### src/rtl/i2c_xfer_seq_if.sv
// i2c_xfer_seq_if
//   Bundles the request/response channel and the byte-controller command channel of the
//   I2C register-transaction sequencer.
//   master : sequencer view. It takes requests plus dout/cmd_ack/rx_ack from the byte
//            controller, and drives req_ready, the response, busy and the command strobes.
//   slave  : environment view (requester plus byte controller), the mirror image.
interface i2c_xfer_seq_if #(
    parameter int unsigned DATA_WIDTH     = 8,
    parameter int unsigned REG_ADDR_BYTES = 1,
    parameter int unsigned MAX_BYTES      = 4
);
    localparam int unsigned LenW = $clog2(MAX_BYTES + 1);

    logic                            req_valid_i;
    logic                            req_ready_o;
    logic                            req_rnw_i;
    logic [6:0]                      req_dev_addr_i;
    logic [8*REG_ADDR_BYTES-1:0]     req_reg_addr_i;
    logic [LenW-1:0]                 req_len_i;
    logic [DATA_WIDTH*MAX_BYTES-1:0] req_wdata_i;
    logic                            rsp_valid_o;
    logic                            rsp_err_o;
    logic [DATA_WIDTH*MAX_BYTES-1:0] rsp_rdata_o;
    logic                            busy_o;
    logic                            start_o;
    logic                            stop_o;
    logic                            read_o;
    logic                            write_o;
    logic                            ack_in_o;
    logic [DATA_WIDTH-1:0]           din_o;
    logic [DATA_WIDTH-1:0]           dout_i;
    logic                            cmd_ack_i;
    logic                            rx_ack_i;

    modport master (
        input  req_valid_i, req_rnw_i, req_dev_addr_i, req_reg_addr_i, req_len_i, req_wdata_i,
        input  dout_i, cmd_ack_i, rx_ack_i,
        output req_ready_o, rsp_valid_o, rsp_err_o, rsp_rdata_o, busy_o,
        output start_o, stop_o, read_o, write_o, ack_in_o, din_o
    );

    modport slave (
        output req_valid_i, req_rnw_i, req_dev_addr_i, req_reg_addr_i, req_len_i, req_wdata_i,
        output dout_i, cmd_ack_i, rx_ack_i,
        input  req_ready_o, rsp_valid_o, rsp_err_o, rsp_rdata_o, busy_o,
        input  start_o, stop_o, read_o, write_o, ack_in_o, din_o
    );
endinterface

### src/rtl/i2c_xfer_seq.sv
// i2c_xfer_seq
//   Expands one I2C register read/write request into the byte-level command stream of an
//   I2C byte controller, and returns a one-cycle response with error flag and read data.
//   Ports:
//     clk_i   - clock
//     arstn_i - asynchronous active-low reset
//     bus     - i2c_xfer_seq_if.master: request/response channel and command channel
//   Optional feature: define I2C_SEQ_RETRY_EN to restart a NACKed transaction from its
//   first command, up to MAX_RETRY times.
module i2c_xfer_seq #(
    parameter int unsigned DATA_WIDTH     = 8,
    parameter int unsigned REG_ADDR_BYTES = 1,
    parameter int unsigned MAX_BYTES      = 4,
    parameter int unsigned MAX_RETRY      = 3
) (
    input  logic           clk_i,
    input  logic           arstn_i,
    i2c_xfer_seq_if.master bus
);
    localparam int unsigned LenW = $clog2(MAX_BYTES + 1);
    // Worst case command count: address, reg bytes, repeated-start address, data bytes.
    localparam int unsigned IdxW = $clog2(REG_ADDR_BYTES + MAX_BYTES + 2);

    typedef enum logic [2:0] {StIdle, StCmd, StGap, StAbort, StResp} state_e;

    state_e                          state_q, state_d;
    logic [IdxW-1:0]                 idx_q, idx_d;
    logic                            rnw_q;
    logic [6:0]                      dev_q;
    logic [8*REG_ADDR_BYTES-1:0]     reg_q;
    logic [LenW-1:0]                 len_q;
    logic [DATA_WIDTH*MAX_BYTES-1:0] wdata_q;
    logic [DATA_WIDTH*MAX_BYTES-1:0] rdata_q, rdata_d;
    logic [DATA_WIDTH*MAX_BYTES-1:0] rsp_rdata_q;
    logic                            rsp_err_q, rsp_err_d;
    logic                            accept, rd_capture, rsp_load, retry_ok;
    logic [LenW-1:0]                 len_clamped;
    logic [IdxW-1:0]                 last_idx;
    logic                            cmd_last;
    logic                            c_start, c_write, c_read, c_ack_in;
    logic [DATA_WIDTH-1:0]           c_din;

    assign len_clamped = (bus.req_len_i > LenW'(MAX_BYTES)) ? LenW'(MAX_BYTES) : bus.req_len_i;
    // Reads carry one extra command: the repeated-start address byte.
    assign last_idx = rnw_q ? IdxW'(REG_ADDR_BYTES + 1) + IdxW'(len_q)
                            : IdxW'(REG_ADDR_BYTES) + IdxW'(len_q);
    assign cmd_last = (idx_q == last_idx);

    // Command at position idx_q of the current transaction.
    always_comb begin
        c_start  = 1'b0;
        c_write  = 1'b0;
        c_read   = 1'b0;
        c_ack_in = 1'b0;
        c_din    = '0;
        if (idx_q == '0) begin
            c_start = 1'b1;
            c_write = 1'b1;
            c_din   = DATA_WIDTH'({dev_q, 1'b0});
        end else if (idx_q <= IdxW'(REG_ADDR_BYTES)) begin
            c_write = 1'b1;
            for (int i = 0; i < int'(REG_ADDR_BYTES); i++) begin
                // Register address goes MSB first: idx 1 carries the top byte.
                if (int'(idx_q) == int'(REG_ADDR_BYTES) - i) c_din = DATA_WIDTH'(reg_q[8*i +: 8]);
            end
        end else if (!rnw_q) begin
            c_write = 1'b1;
            for (int i = 0; i < int'(MAX_BYTES); i++) begin
                if (int'(idx_q) == int'(REG_ADDR_BYTES) + 1 + i) begin
                    c_din = wdata_q[DATA_WIDTH*i +: DATA_WIDTH];
                end
            end
        end else if (int'(idx_q) == int'(REG_ADDR_BYTES) + 1) begin
            c_start = 1'b1;
            c_write = 1'b1;
            c_din   = DATA_WIDTH'({dev_q, 1'b1});
        end else begin
            c_read   = 1'b1;
            c_ack_in = cmd_last;
        end
    end

    always_comb begin
        state_d    = state_q;
        idx_d      = idx_q;
        accept     = 1'b0;
        rd_capture = 1'b0;
        rsp_load   = 1'b0;
        rsp_err_d  = 1'b0;
        unique case (state_q)
            StIdle: begin
                if (bus.req_valid_i) begin
                    accept = 1'b1;
                    idx_d  = '0;
                    if (bus.req_rnw_i && len_clamped == '0) begin
                        state_d   = StResp;
                        rsp_load  = 1'b1;
                        rsp_err_d = 1'b1;
                    end else begin
                        state_d = StCmd;
                    end
                end
            end
            StCmd: begin
                if (bus.cmd_ack_i) begin
                    rd_capture = c_read;
                    if (c_write && bus.rx_ack_i) begin
                        if (cmd_last) begin
                            // STOP already on the bus with this byte: no separate abort.
                            state_d   = StResp;
                            rsp_load  = 1'b1;
                            rsp_err_d = 1'b1;
                        end else begin
                            state_d = StAbort;
                        end
                    end else if (cmd_last) begin
                        state_d  = StResp;
                        rsp_load = 1'b1;
                    end else begin
                        state_d = StGap;
                        idx_d   = idx_q + 1'b1;
                    end
                end
            end
            StGap: state_d = StCmd;
            StAbort: begin
                if (bus.cmd_ack_i) begin
                    if (retry_ok) begin
                        state_d = StGap;
                        idx_d   = '0;
                    end else begin
                        state_d   = StResp;
                        rsp_load  = 1'b1;
                        rsp_err_d = 1'b1;
                    end
                end
            end
            StResp: state_d = StIdle;
            default: state_d = StIdle;
        endcase
    end

    always_comb begin
        rdata_d = rdata_q;
        if (accept) begin
            rdata_d = '0;
        end else if (rd_capture) begin
            for (int i = 0; i < int'(MAX_BYTES); i++) begin
                if (int'(idx_q) == int'(REG_ADDR_BYTES) + 2 + i) begin
                    rdata_d[DATA_WIDTH*i +: DATA_WIDTH] = bus.dout_i;
                end
            end
        end
    end

`ifdef I2C_SEQ_RETRY_EN
    localparam int unsigned RetryW = $clog2(MAX_RETRY + 2);
    logic [RetryW-1:0] retry_q;

    always_ff @(posedge clk_i or negedge arstn_i) begin
        if (!arstn_i) begin
            retry_q <= '0;
        end else if (accept) begin
            retry_q <= '0;
        end else if (state_q == StAbort && bus.cmd_ack_i && retry_ok) begin
            retry_q <= retry_q + 1'b1;
        end
    end

    assign retry_ok = (retry_q < RetryW'(MAX_RETRY));
`else
    assign retry_ok = 1'b0;
`endif

    always_ff @(posedge clk_i or negedge arstn_i) begin
        if (!arstn_i) begin
            state_q     <= StIdle;
            idx_q       <= '0;
            rnw_q       <= 1'b0;
            dev_q       <= '0;
            reg_q       <= '0;
            len_q       <= '0;
            wdata_q     <= '0;
            rdata_q     <= '0;
            rsp_rdata_q <= '0;
            rsp_err_q   <= 1'b0;
        end else begin
            state_q <= state_d;
            idx_q   <= idx_d;
            rdata_q <= rdata_d;
            if (accept) begin
                rnw_q   <= bus.req_rnw_i;
                dev_q   <= bus.req_dev_addr_i;
                reg_q   <= bus.req_reg_addr_i;
                len_q   <= len_clamped;
                wdata_q <= bus.req_wdata_i;
            end
            if (rsp_load) begin
                rsp_rdata_q <= rdata_d;
                rsp_err_q   <= rsp_err_d;
            end
        end
    end

    // Strobes are decoded from state so an asynchronous reset drops them at once.
    always_comb begin
        bus.start_o  = 1'b0;
        bus.stop_o   = 1'b0;
        bus.read_o   = 1'b0;
        bus.write_o  = 1'b0;
        bus.ack_in_o = 1'b0;
        bus.din_o    = '0;
        if (state_q == StCmd) begin
            bus.start_o  = c_start;
            bus.stop_o   = cmd_last;
            bus.read_o   = c_read;
            bus.write_o  = c_write;
            bus.ack_in_o = c_ack_in;
            bus.din_o    = c_din;
        end else if (state_q == StAbort) begin
            bus.stop_o = 1'b1;
        end
    end

    assign bus.req_ready_o = (state_q == StIdle);
    assign bus.busy_o      = (state_q != StIdle);
    assign bus.rsp_valid_o = (state_q == StResp);
    assign bus.rsp_err_o   = rsp_err_q;
    assign bus.rsp_rdata_o = rsp_rdata_q;
endmodule
### src/flat_wrapper.sv
// flat-port wrapper written by rule: the top's interface ports become plain ports
module i2c_xfer_seq_flat 
#(
    parameter int unsigned DATA_WIDTH     = 8,
    parameter int unsigned REG_ADDR_BYTES = 1,
    parameter int unsigned MAX_BYTES      = 4,
    parameter int unsigned MAX_RETRY      = 3
)
  (clk_i, arstn_i, bus_req_valid_i, bus_req_rnw_i, bus_req_dev_addr_i, bus_req_reg_addr_i, bus_req_len_i, bus_req_wdata_i, bus_dout_i, bus_cmd_ack_i, bus_rx_ack_i, bus_req_ready_o, bus_rsp_valid_o, bus_rsp_err_o, bus_rsp_rdata_o, bus_busy_o, bus_start_o, bus_stop_o, bus_read_o, bus_write_o, bus_ack_in_o, bus_din_o);
  i2c_xfer_seq_if #(.DATA_WIDTH(DATA_WIDTH), .REG_ADDR_BYTES(REG_ADDR_BYTES), .MAX_BYTES(MAX_BYTES)) bus_i ();
  input  logic clk_i;
  input  logic arstn_i;
  input wire logic [$bits(bus_i.req_valid_i)-1:0] bus_req_valid_i;
  input wire logic [$bits(bus_i.req_rnw_i)-1:0] bus_req_rnw_i;
  input wire logic [$bits(bus_i.req_dev_addr_i)-1:0] bus_req_dev_addr_i;
  input wire logic [$bits(bus_i.req_reg_addr_i)-1:0] bus_req_reg_addr_i;
  input wire logic [$bits(bus_i.req_len_i)-1:0] bus_req_len_i;
  input wire logic [$bits(bus_i.req_wdata_i)-1:0] bus_req_wdata_i;
  input wire logic [$bits(bus_i.dout_i)-1:0] bus_dout_i;
  input wire logic [$bits(bus_i.cmd_ack_i)-1:0] bus_cmd_ack_i;
  input wire logic [$bits(bus_i.rx_ack_i)-1:0] bus_rx_ack_i;
  output wire logic [$bits(bus_i.req_ready_o)-1:0] bus_req_ready_o;
  output wire logic [$bits(bus_i.rsp_valid_o)-1:0] bus_rsp_valid_o;
  output wire logic [$bits(bus_i.rsp_err_o)-1:0] bus_rsp_err_o;
  output wire logic [$bits(bus_i.rsp_rdata_o)-1:0] bus_rsp_rdata_o;
  output wire logic [$bits(bus_i.busy_o)-1:0] bus_busy_o;
  output wire logic [$bits(bus_i.start_o)-1:0] bus_start_o;
  output wire logic [$bits(bus_i.stop_o)-1:0] bus_stop_o;
  output wire logic [$bits(bus_i.read_o)-1:0] bus_read_o;
  output wire logic [$bits(bus_i.write_o)-1:0] bus_write_o;
  output wire logic [$bits(bus_i.ack_in_o)-1:0] bus_ack_in_o;
  output wire logic [$bits(bus_i.din_o)-1:0] bus_din_o;
  assign bus_i.req_valid_i = bus_req_valid_i;
  assign bus_i.req_rnw_i = bus_req_rnw_i;
  assign bus_i.req_dev_addr_i = bus_req_dev_addr_i;
  assign bus_i.req_reg_addr_i = bus_req_reg_addr_i;
  assign bus_i.req_len_i = bus_req_len_i;
  assign bus_i.req_wdata_i = bus_req_wdata_i;
  assign bus_i.dout_i = bus_dout_i;
  assign bus_i.cmd_ack_i = bus_cmd_ack_i;
  assign bus_i.rx_ack_i = bus_rx_ack_i;
  assign bus_req_ready_o = bus_i.req_ready_o;
  assign bus_rsp_valid_o = bus_i.rsp_valid_o;
  assign bus_rsp_err_o = bus_i.rsp_err_o;
  assign bus_rsp_rdata_o = bus_i.rsp_rdata_o;
  assign bus_busy_o = bus_i.busy_o;
  assign bus_start_o = bus_i.start_o;
  assign bus_stop_o = bus_i.stop_o;
  assign bus_read_o = bus_i.read_o;
  assign bus_write_o = bus_i.write_o;
  assign bus_ack_in_o = bus_i.ack_in_o;
  assign bus_din_o = bus_i.din_o;
  i2c_xfer_seq #(.DATA_WIDTH(DATA_WIDTH), .REG_ADDR_BYTES(REG_ADDR_BYTES), .MAX_BYTES(MAX_BYTES), .MAX_RETRY(MAX_RETRY)) u_core (.clk_i(clk_i), .arstn_i(arstn_i), .bus(bus_i));
endmodule
### config.mk
export PLATFORM = sky130hd
export DESIGN_NAME = i2c_xfer_seq_flat
export DESIGN_NICKNAME = d
export VERILOG_FILES = /design/src/rtl/i2c_xfer_seq_if.sv /design/src/rtl/i2c_xfer_seq.sv /design/src/flat_wrapper.sv
export SDC_FILE = /design/constraint.sdc
export NUM_CORES = 1
export LEC_CHECK = 0
export ABC_AREA = 0
export ABC_CLOCK_PERIOD_IN_PS = 3300
export BUFFER_PORTS_ARGS = -buffer_cell sky130_fd_sc_hd__clkbuf_2
export CAP_MARGIN = 20
export CORE_MARGIN = 2
export CORE_UTILIZATION = 45
export DETAILED_ROUTE_END_ITERATION = 16
export GPL_TIMING_DRIVEN = 0
export PLACE_DENSITY = 0.78
export SETUP_SLACK_MARGIN = 0.1
export SLEW_MARGIN = 0
export SYNTH_ARGS = -nofsm -noshare
export SYNTH_HDL_FRONTEND = slang
export SYNTH_SLANG_ARGS = --single-unit
### constraint.sdc
create_clock -name clk_i -period 3.3 [get_ports clk_i]
set_input_delay 0.99 -clock clk_i [delete_from_list [all_inputs] [get_ports clk_i]]
set_output_delay 0.99 -clock clk_i [all_outputs]
set_load 0.01 [all_outputs]
# Yosys cells after proc, flatten, opt, wreduce, memory -nomap -nowiden
# Cells that the tools add are included.
# totals
n_memories	0
rom_bits	0
ff_bits	122
input_bits	64
mem_bits_rw	0
out_inout_bits	49
latch_bits	0
wordCells	105
# classes
addsub	3
bitwise_logic	0
multipliers	0
n_div	0
n_eq_ne	16
mux	65
order_cmp	2
shifts	0
n_reduce_logical	9
# op_table
op	count
$mux 8	14
$mux 32	2
$mux 3	13
$mux 1	32
$eq 3x3->1 const B	5
$eq 3x2->1 const B	4
$pmux 3 s4	1
$ne 2x2->1 const B	5
$logic_not 3->1	3
$pmux 1 s3	2
$pmux 3 s2	1
$reduce_and 5->1	1
$add 1x3->3 const A	1
$add 2x3->3 const A	1
$add 3x1->3 const B	1
$eq 3x1->1 const B	1
$eq 3x3->1	1
$gt 3x3->1 const B	1
$le 3x1->1 const B	1
$reduce_and 3->1	1
$reduce_bool 3->1	1
$logic_and 1x1->1	2
$reduce_bool 2->1	1

# Logic depth before layout (Yosys ltp)
# Gate-level depths: netlist (run 1).
# logic_depth
word_depth	9
ltp_mapped	10
mapped_depth_nobuf	7

# Worst setup path before layout (run 1)
# Ideal clock, no wire load.
# synth_timing
path_kind	register to output
startpoint	register u_core.idx_q[0]
endpoint	output port bus_din_o[6]
required_time_ns	2.310
path_stages_with_launch	9
path_buffers	1
arrival_ns	2.006
setup_slack_ns	0.304
cell_sequence	dfrtp_1 -> ha_1 -> ha_1 -> inv_1 -> clkbuf_1 -> and3_1 -> o22ai_1 -> a221o_1 -> a21oi_1
# synth_between
elab_chain_len	9
elab_cells_between_ends	17
classes_between	order compare (1); eq/ne (5); mux (10); reduce/logical (1)
# synth_lines
element	line_no	text
start: declaration	i2c_xfer_seq.sv:27	logic [IdxW-1:0] idx_q, idx_d;
start signal: assignment	i2c_xfer_seq.sv:189	idx_q <= idx_d;
$eq 3x3->1	i2c_xfer_seq.sv:69, i2c_xfer_seq.sv:73	
$mux 8 (4 in series)	i2c_xfer_seq.sv:69	if (int'(idx_q) == int'(REG_ADDR_BYTES) + 1 + i) begin
$mux 8	i2c_xfer_seq.sv:66	end else if (!rnw_q) begin
$mux 8	i2c_xfer_seq.sv:60	end else if (idx_q <= IdxW'(REG_ADDR_BYTES)) begin
$mux 8 *	i2c_xfer_seq.sv:56	if (idx_q == '0) begin
$mux 8 *	i2c_xfer_seq.sv:213	if (state_q == StCmd) begin
end: declaration	flat_wrapper.sv:32	output wire logic [$bits(bus_i.din_o)-1:0] bus_din_o;
# Every way passes the cells marked *; elsewhere a longest branch is shown, timed or not.

# Worst setup path in the final report (run 1)
# layout_timing
startpoint	register u_core.idx_q[1]
endpoint	output port bus_din_o[6]
# The elaborated chain is that of the path after synthesis.

==> run summary, run 1 <==
Die H -> 117.6 µm
Placer Congestion -> 0.8664
Via density -> 5.338
Slew of the pin with the lowest slew margin -> 0.6642 ns
I/O pin total -> 113
Worst hold path class -> input pin to asynchronous set/reset pin
Yosys reg bits -> 122
Status -> finished with violations
Area share of the largest cell type after synthesis -> 0.5259
Num CTS Buffers -> 17
Final-stage net count -> 810
Maximum fanout along the worst path -> 6
Core area -> 0.01262 mm²
Drt drc -> 0
Global route overflow -> 0
Ratio of cells with drive above 1 in the final layout -> 0.3586
Drt initial violations -> 329
Ys Warns -> 0
Global-route wire length before repair -> 25620 µm
Routed wire length per instance -> 17.24 µm
Vias in the first global route -> 4990
First drt pass iteration count -> 7
Pin count of the biggest net entering global routing -> 103
Latest clock arrival within the worst-skew pair -> 0.42 ns
Place WS -> -0.2976 ns
Cell Pwr Density -> 813.7 mW/mm²
Ant diodes -> 0
Seq/Total Area, Yosys -> 0.5259
Die Footprint -> 0.01383 mm²
Crit end category -> primary output
Cell variety after synth -> 48
Critical Path Source Type -> flip-flop
Failing checks -> setup timing
Initial Util -> 0.4600
Leading post-synthesis cells by cell area -> dfrtp_1 53%, nand2_1 12%, mux2i_1 4.5%
Placed wire-length estimate -> 10710 µm
CTS Hold Bufs -> 0
Final Hold Viols -> 0
Count of pins over their slew limit -> 0
Worst clock skew -> 0.006470 ns
GRT Total Usage -> 0.2327
Vias -> 4938
Die Wd -> 117.6 µm
Top_reg_cell synth -> dfrtp_1
Async S/R FF share, synth -> 1.000
CTS HTree Levels -> 4
TritonCTS Sinks -> 122
Synth Net Count -> 659
Port bufs -> 112
Routed Antenna Nets -> 0
Overall power -> 0.006286 W
Final worst path period share -> 1.017
Fill cell count -> 1051
Setup ws final -> -0.05521 ns
Clk pin slew, worst setup/hold paths -> 0.06 ns
Final worst path period need -> 3.355 ns
WP data required -> 2.31 ns
Area leader, netlist -> dfrtp_1
Peak VDD IR -> 0.0003829 V
Mapped Area -> 0.005806 mm²
Sum Neg Setup Slack -> -0.06381 ns
LEAKAGE -> 3.994 nW
Avg Inst Size Synth -> 9.857 µm²
Post-synth top cells -> 179 x nand2_1, 122 x dfrtp_1, 31 x nor2_1, 26 x mux2i_1, 24 x a21oi_1
Fmax -> 298.0 MHz
Fin util -> 0.6121
Unrepaired setup endpoints after global routing -> yes
CTS tree -> done
Area Growth Syn to Fin -> 33.06%
Initial antenna violation count -> 0
WP data arrival -> 2.37 ns
Clk root buf -> clkbuf_16
Hold Slack -> 0.4315 ns
Clock Tree Buf Depth -> 2
Count leader, synth -> nand2_1
Worst relative slew slack -> 0.5553
CP Class -> flip-flop to primary output
Max-cap violations -> 0
Setup violations, final -> 2
Post-Syn Instances -> 589
Floorplan row count -> 41
DRT Wirelength -> 15950 µm
Post-synth EDFFs -> 0
==> repair_timing <==
item | CTS | global route
setup buffers | 12 | 8
setup endpoints to repair | 13 | 12
pin swaps | 15 | 28
resized for setup | 62 | 49
==> routing by layer <==
layer | vias to the layer above | wire, µm | GRT usage
li1 | 2304 | - | -
met4 | 0 | 409 | 0.08283
met3 | 32 | 834 | 0.04748
met5 | - | 0 | 0
met1 | 2438 | 7073 | 0.3147
met2 | 164 | 7628 | 0.3739
==> final timing paths <==
| check | from | end | slack (ns) | depth (start not counted) |
|---|---|---|---|---|
| worst min register to register | u_core.wdata_q[24] | u_core.wdata_q[24] | 0.47 | 2 |
| min in group clk_i | u_core.wdata_q[24] | u_core.wdata_q[24] | 0.47 | 2 |
| worst max register to register | u_core.idx_q[1] | u_core.bus.rsp_rdata_o[6] | 0.87 | 11 |
| worst min-delay path | arstn_i | u_core.wdata_q[12] | 0.43 | 1 |
| max in group asynchronous | arstn_i | u_core.len_q[1] | 2.11 | 2 |
| worst max-delay path | u_core.idx_q[1] | bus_din_o[6] | -0.06 | 10 |
==> critical path, stage by stage (launching register included) <==
cell and delay, ns:
dfrtp_2 0.42, buf_6 0.14, inv_8 0.04, ha_4 0.15, buf_8 0.14, or3_4 0.37, buf_8 0.14, nor2_1 0.12
a21oi_1 0.07, a21oi_2 0.18, buf_2 0.16
==> logic make-up after synthesis <==
family                   after synthesis  share of synthesized area
AND/OR/NAND/NOR                      253                     0.1877
flip-flops                           122                     0.5259
AO/OA/AOI/OAI                         94                     0.1106
multiplexers                          58                     0.1127
buffers and inverters                 51                    0.04267
adder cells (fa/ha/maj)                6                    0.01293
XOR/XNOR                               5                   0.007544
==> state kept, by name (all words and copies together), names as in the netlist <==
name	count
u_core.bus.rsp_rdata_o	32
u_core.wdata_q	32
u_core.dev_q	7
u_core.state_q	3
u_core.idx_q	3
u_core.len_q	3
u_core.rnw_q	1
u_core.bus.rsp_err_o	1
u_core.rdata_q	32
u_core.reg_q	8
==> layout make-up <==
cell class	count	area [µm²]	area share
Inverter	15	76.32	0.009880
Sequential cell	122	3057	0.3957
Timing Repair Buffer	133	783.3	0.1014
Tap cell	172	215.2	0.02786
Clock inverter	14	136.4	0.01765
Buffer	35	269.0	0.03482
Clock buffer	18	439.2	0.05685
Multi-Input combinational cell	416	2749	0.3558
==> report_power, final <==
group / switching, W / internal (W)
clock: 0.000723 / 0.00107
sequential: 0.000279 / 0.00186
combinational: 0.00138 / 0.000974
total: 0.00238 / 0.00391
==> stage by stage <==
| stage | std cells | instance area [µm²] |
|---|---|---|
| after global routing | 925 | 7725 |
| after detailed placement | 874 | 6618 |
| after global placement | 873 | 6581 |
| final | 925 | 7725 |
| after floorplan | 589 | 5806 |
| after CTS | 918 | 7530 |
==> cell usage in the layout, fill, tap and decap left out, types with 9 or more instances in the layout <==
cell type,instances
nand2_1,177
dfrtp_1,119
clkbuf_2,104
nor2_1,29
mux2i_1,26
mux2_2,23
buf_4,20
a21oi_1,18
clkbuf_16,17
o21ai_0,16
buf_2,14
o211ai_1,13
or3_1,10
inv_1,10
buf_6,9
mux2_4,9
Note: power is estimated with default switching activity, not from simulation.
==> run 2, diff against run 1 <==
--- a/config.mk
+++ b/config.mk
@@ -10,10 +10,10 @@
 export BUFFER_PORTS_ARGS = -buffer_cell sky130_fd_sc_hd__clkbuf_2
 export CAP_MARGIN = 20
 export CORE_MARGIN = 2
-export CORE_UTILIZATION = 45
+export CORE_UTILIZATION = 47
 export DETAILED_ROUTE_END_ITERATION = 16
 export GPL_TIMING_DRIVEN = 0
-export PLACE_DENSITY = 0.78
+export PLACE_DENSITY = 0.81
 export SETUP_SLACK_MARGIN = 0.1
 export SLEW_MARGIN = 0
 export SYNTH_ARGS = -nofsm -noshare
==> run 2 against run 1 <==
Compared with the run above: the run still ends with setup timing left; clock skew grew 0.0038 ns; design area shrank 0.11%; sequential power is essentially flat; via count grew 1.6%; combinational power is essentially flat; sequential share of layout area is essentially flat; non-clock buffer count grew 5; worst setup slack gained 0.018 ns; fmax grew 0.53%; routed wire length grew 2.7%; largest power group unchanged; highest routed layer unchanged.
==> run summary, run 2 (synthesis results as in run 1) <==
Global route overflow -> 0
CP startpoint -> u_core.idx_q[1]
Count of pins over their slew limit -> 0
Ratio of cells with drive above 1 in the final layout -> 0.3628
Worst hold path class -> flip-flop to flip-flop
Latest clock arrival within the worst-skew pair -> 0.42 ns
Commonest non-fill, non-tap cell in the layout -> nand2_1
CTS Hold Bufs -> 0
Die Wd -> 115.1 µm
Clock Tree Buf Depth -> 2
Drt drc -> 0
Worst relative slew slack -> 0.5768
Placer Congestion -> 0.8539
Most frequent cells in the layout -> 176 x nand2_1, 119 x dfrtp_1, 106 x clkbuf_2
Pin count of the biggest net entering global routing -> 123
Fill cell count -> 908
Worst clock skew -> 0.01031 ns
Final Hold Viols -> 0
CTS tree -> done
Status -> finished with violations
Routed wire length per instance -> 18.09 µm
Via density -> 5.543
Slowest cell on crit path -> dfrtp_2
Slew of the pin with the lowest slew margin -> 0.6320 ns
Critical Path Source Type -> flip-flop
Die H -> 115.1 µm
Initial antenna violation count -> 0
WP data arrival -> 2.35 ns
Post-Place Cells -> 849
Peak VDD IR -> 0.0003814 V
Non-Filler Instances -> 905
Maximum fanout along the worst path -> 7
Clk pin slew, worst setup/hold paths -> 0.06 ns
WP data required -> 2.31 ns
Cell Pwr Density -> 817.9 mW/mm²
Area Growth Syn to Fin -> 32.91%
Num CTS Buffers -> 17
Floorplan row count -> 40
LEAKAGE -> 4.024 nW
GRT Total Usage -> 0.2535
Final-stage net count -> 815
Initial Util -> 0.4833
Critical R2R Launch -> u_core.idx_q[1]
Global-route wire length before repair -> 25790 µm
Crit end category -> primary output
Vias -> 5016
CTS HTree Levels -> 4
Worst hold start -> u_core.wdata_q[24]
Final worst path period share -> 1.011
Ant diodes -> 0
Max-cap violations -> 0
Vias in the first global route -> 4998
DRT Wirelength -> 16370 µm
Fmax -> 299.6 MHz
Die Footprint -> 0.01326 mm²
TritonCTS Sinks -> 122
CP Cell Sequence -> buf_6 -> inv_8 -> ha_4 -> buf_12 -> or3_1 -> a221o_1 -> a21oi_2 -> buf_2
Hold Slack -> 0.4712 ns
Place WS -> -0.2642 ns
Placed wire-length estimate -> 10730 µm
Clk root buf -> clkbuf_16
Failing checks -> setup timing
Setup violations, final -> 1
I/O pin total -> 113
CP Class -> flip-flop to primary output
Unrepaired setup endpoints after global routing -> yes
First drt pass iteration count -> 5
Routed Antenna Nets -> 0
Drt initial violations -> 366
Core area -> 0.01201 mm²
Final worst path period need -> 3.338 ns
Port bufs -> 112
Setup ws final -> -0.03765 ns
Crit path largest cell delay -> 0.44 ns
-- run 2: cell count changes in the layout (fill, tap and decap cells not counted), sizes merged --
| cell | change |
|---|---|
| buf | +3 |
| clkbuf | +2 |
| clkinv | -4 |
| inv | +4 |
-- run 2: where the power goes --
group,total [W],leakage (nW),switching [W],internal (W)
combinational,0.00234,2.12,0.00137,0.000971
sequential,0.00213,1.62,0.000271,0.00186
clock,0.00184,0.288,0.000750,0.00109
-- run 2: layer usage --
layer  up-vias  track usage  share of wire
met2       237       0.4106           0.48
li1       2314            -              -
met3        43      0.07960          0.077
met5         -            0              0
met4         0      0.08032          0.027
met1      2422       0.3272           0.41
-- run 2: final cells by class --
type	instances	area, µm²	share of cell area
repair buffers	138	822.0	0.1065
plain buffers	35	274.0	0.03551
well taps	147	183.9	0.02384
flip-flops and latches	122	3057	0.3961
clock buffers	18	439.2	0.05692
inverters	15	80.08	0.01038
clock inverters	14	147.6	0.01913
multi-input cells	416	2713	0.3515
-- run 2: final timing paths --
check	to	depth (start not counted)	slack, ns
setup / recovery	bus_din_o[6]	8	-0.04
hold / removal	u_core.wdata_q[24]	2	0.47
setup reg to reg	u_core.bus.rsp_rdata_o[2]	12	0.76
hold reg to reg	u_core.wdata_q[24]	2	0.47
max in group asynchronous	u_core.len_q[1]	2	2.15
min in group asynchronous	u_core.wdata_q[21]	2	0.64
-- run 2: per-stage QoR --
step	util	setup TNS, ns	total power [W]	cell area, µm²
global placement	0.5453	-58.15	0.003927	6550
CTS	0.6275	0	0.006116	7537
finish	0.6424	-0.03765	0.006311	7716
floorplan	-	0	0.003373	5806
global route	0.6424	-0.3708	0.006660	7716
detailed placement	0.5483	-1.363	0.004016	6586
-- run 2: timing repair --
| item | CTS | global route |
|---|---|---|
| cloned | 0 | 1 |
| pin swaps | 17 | 18 |
| resized for setup | 71 | 36 |
| setup buffers | 13 | 11 |
| endpoints found under the setup margin | 13 | 12 |
-- run 2: critical path, delay by kind of cell, from the launching register on --
kind            cells  cell delay (ns)
compound gates      2             0.51
buf+inv             4             0.49
simple gates        1             0.32
flops               1             0.44
fa+ha+maj           1             0.15
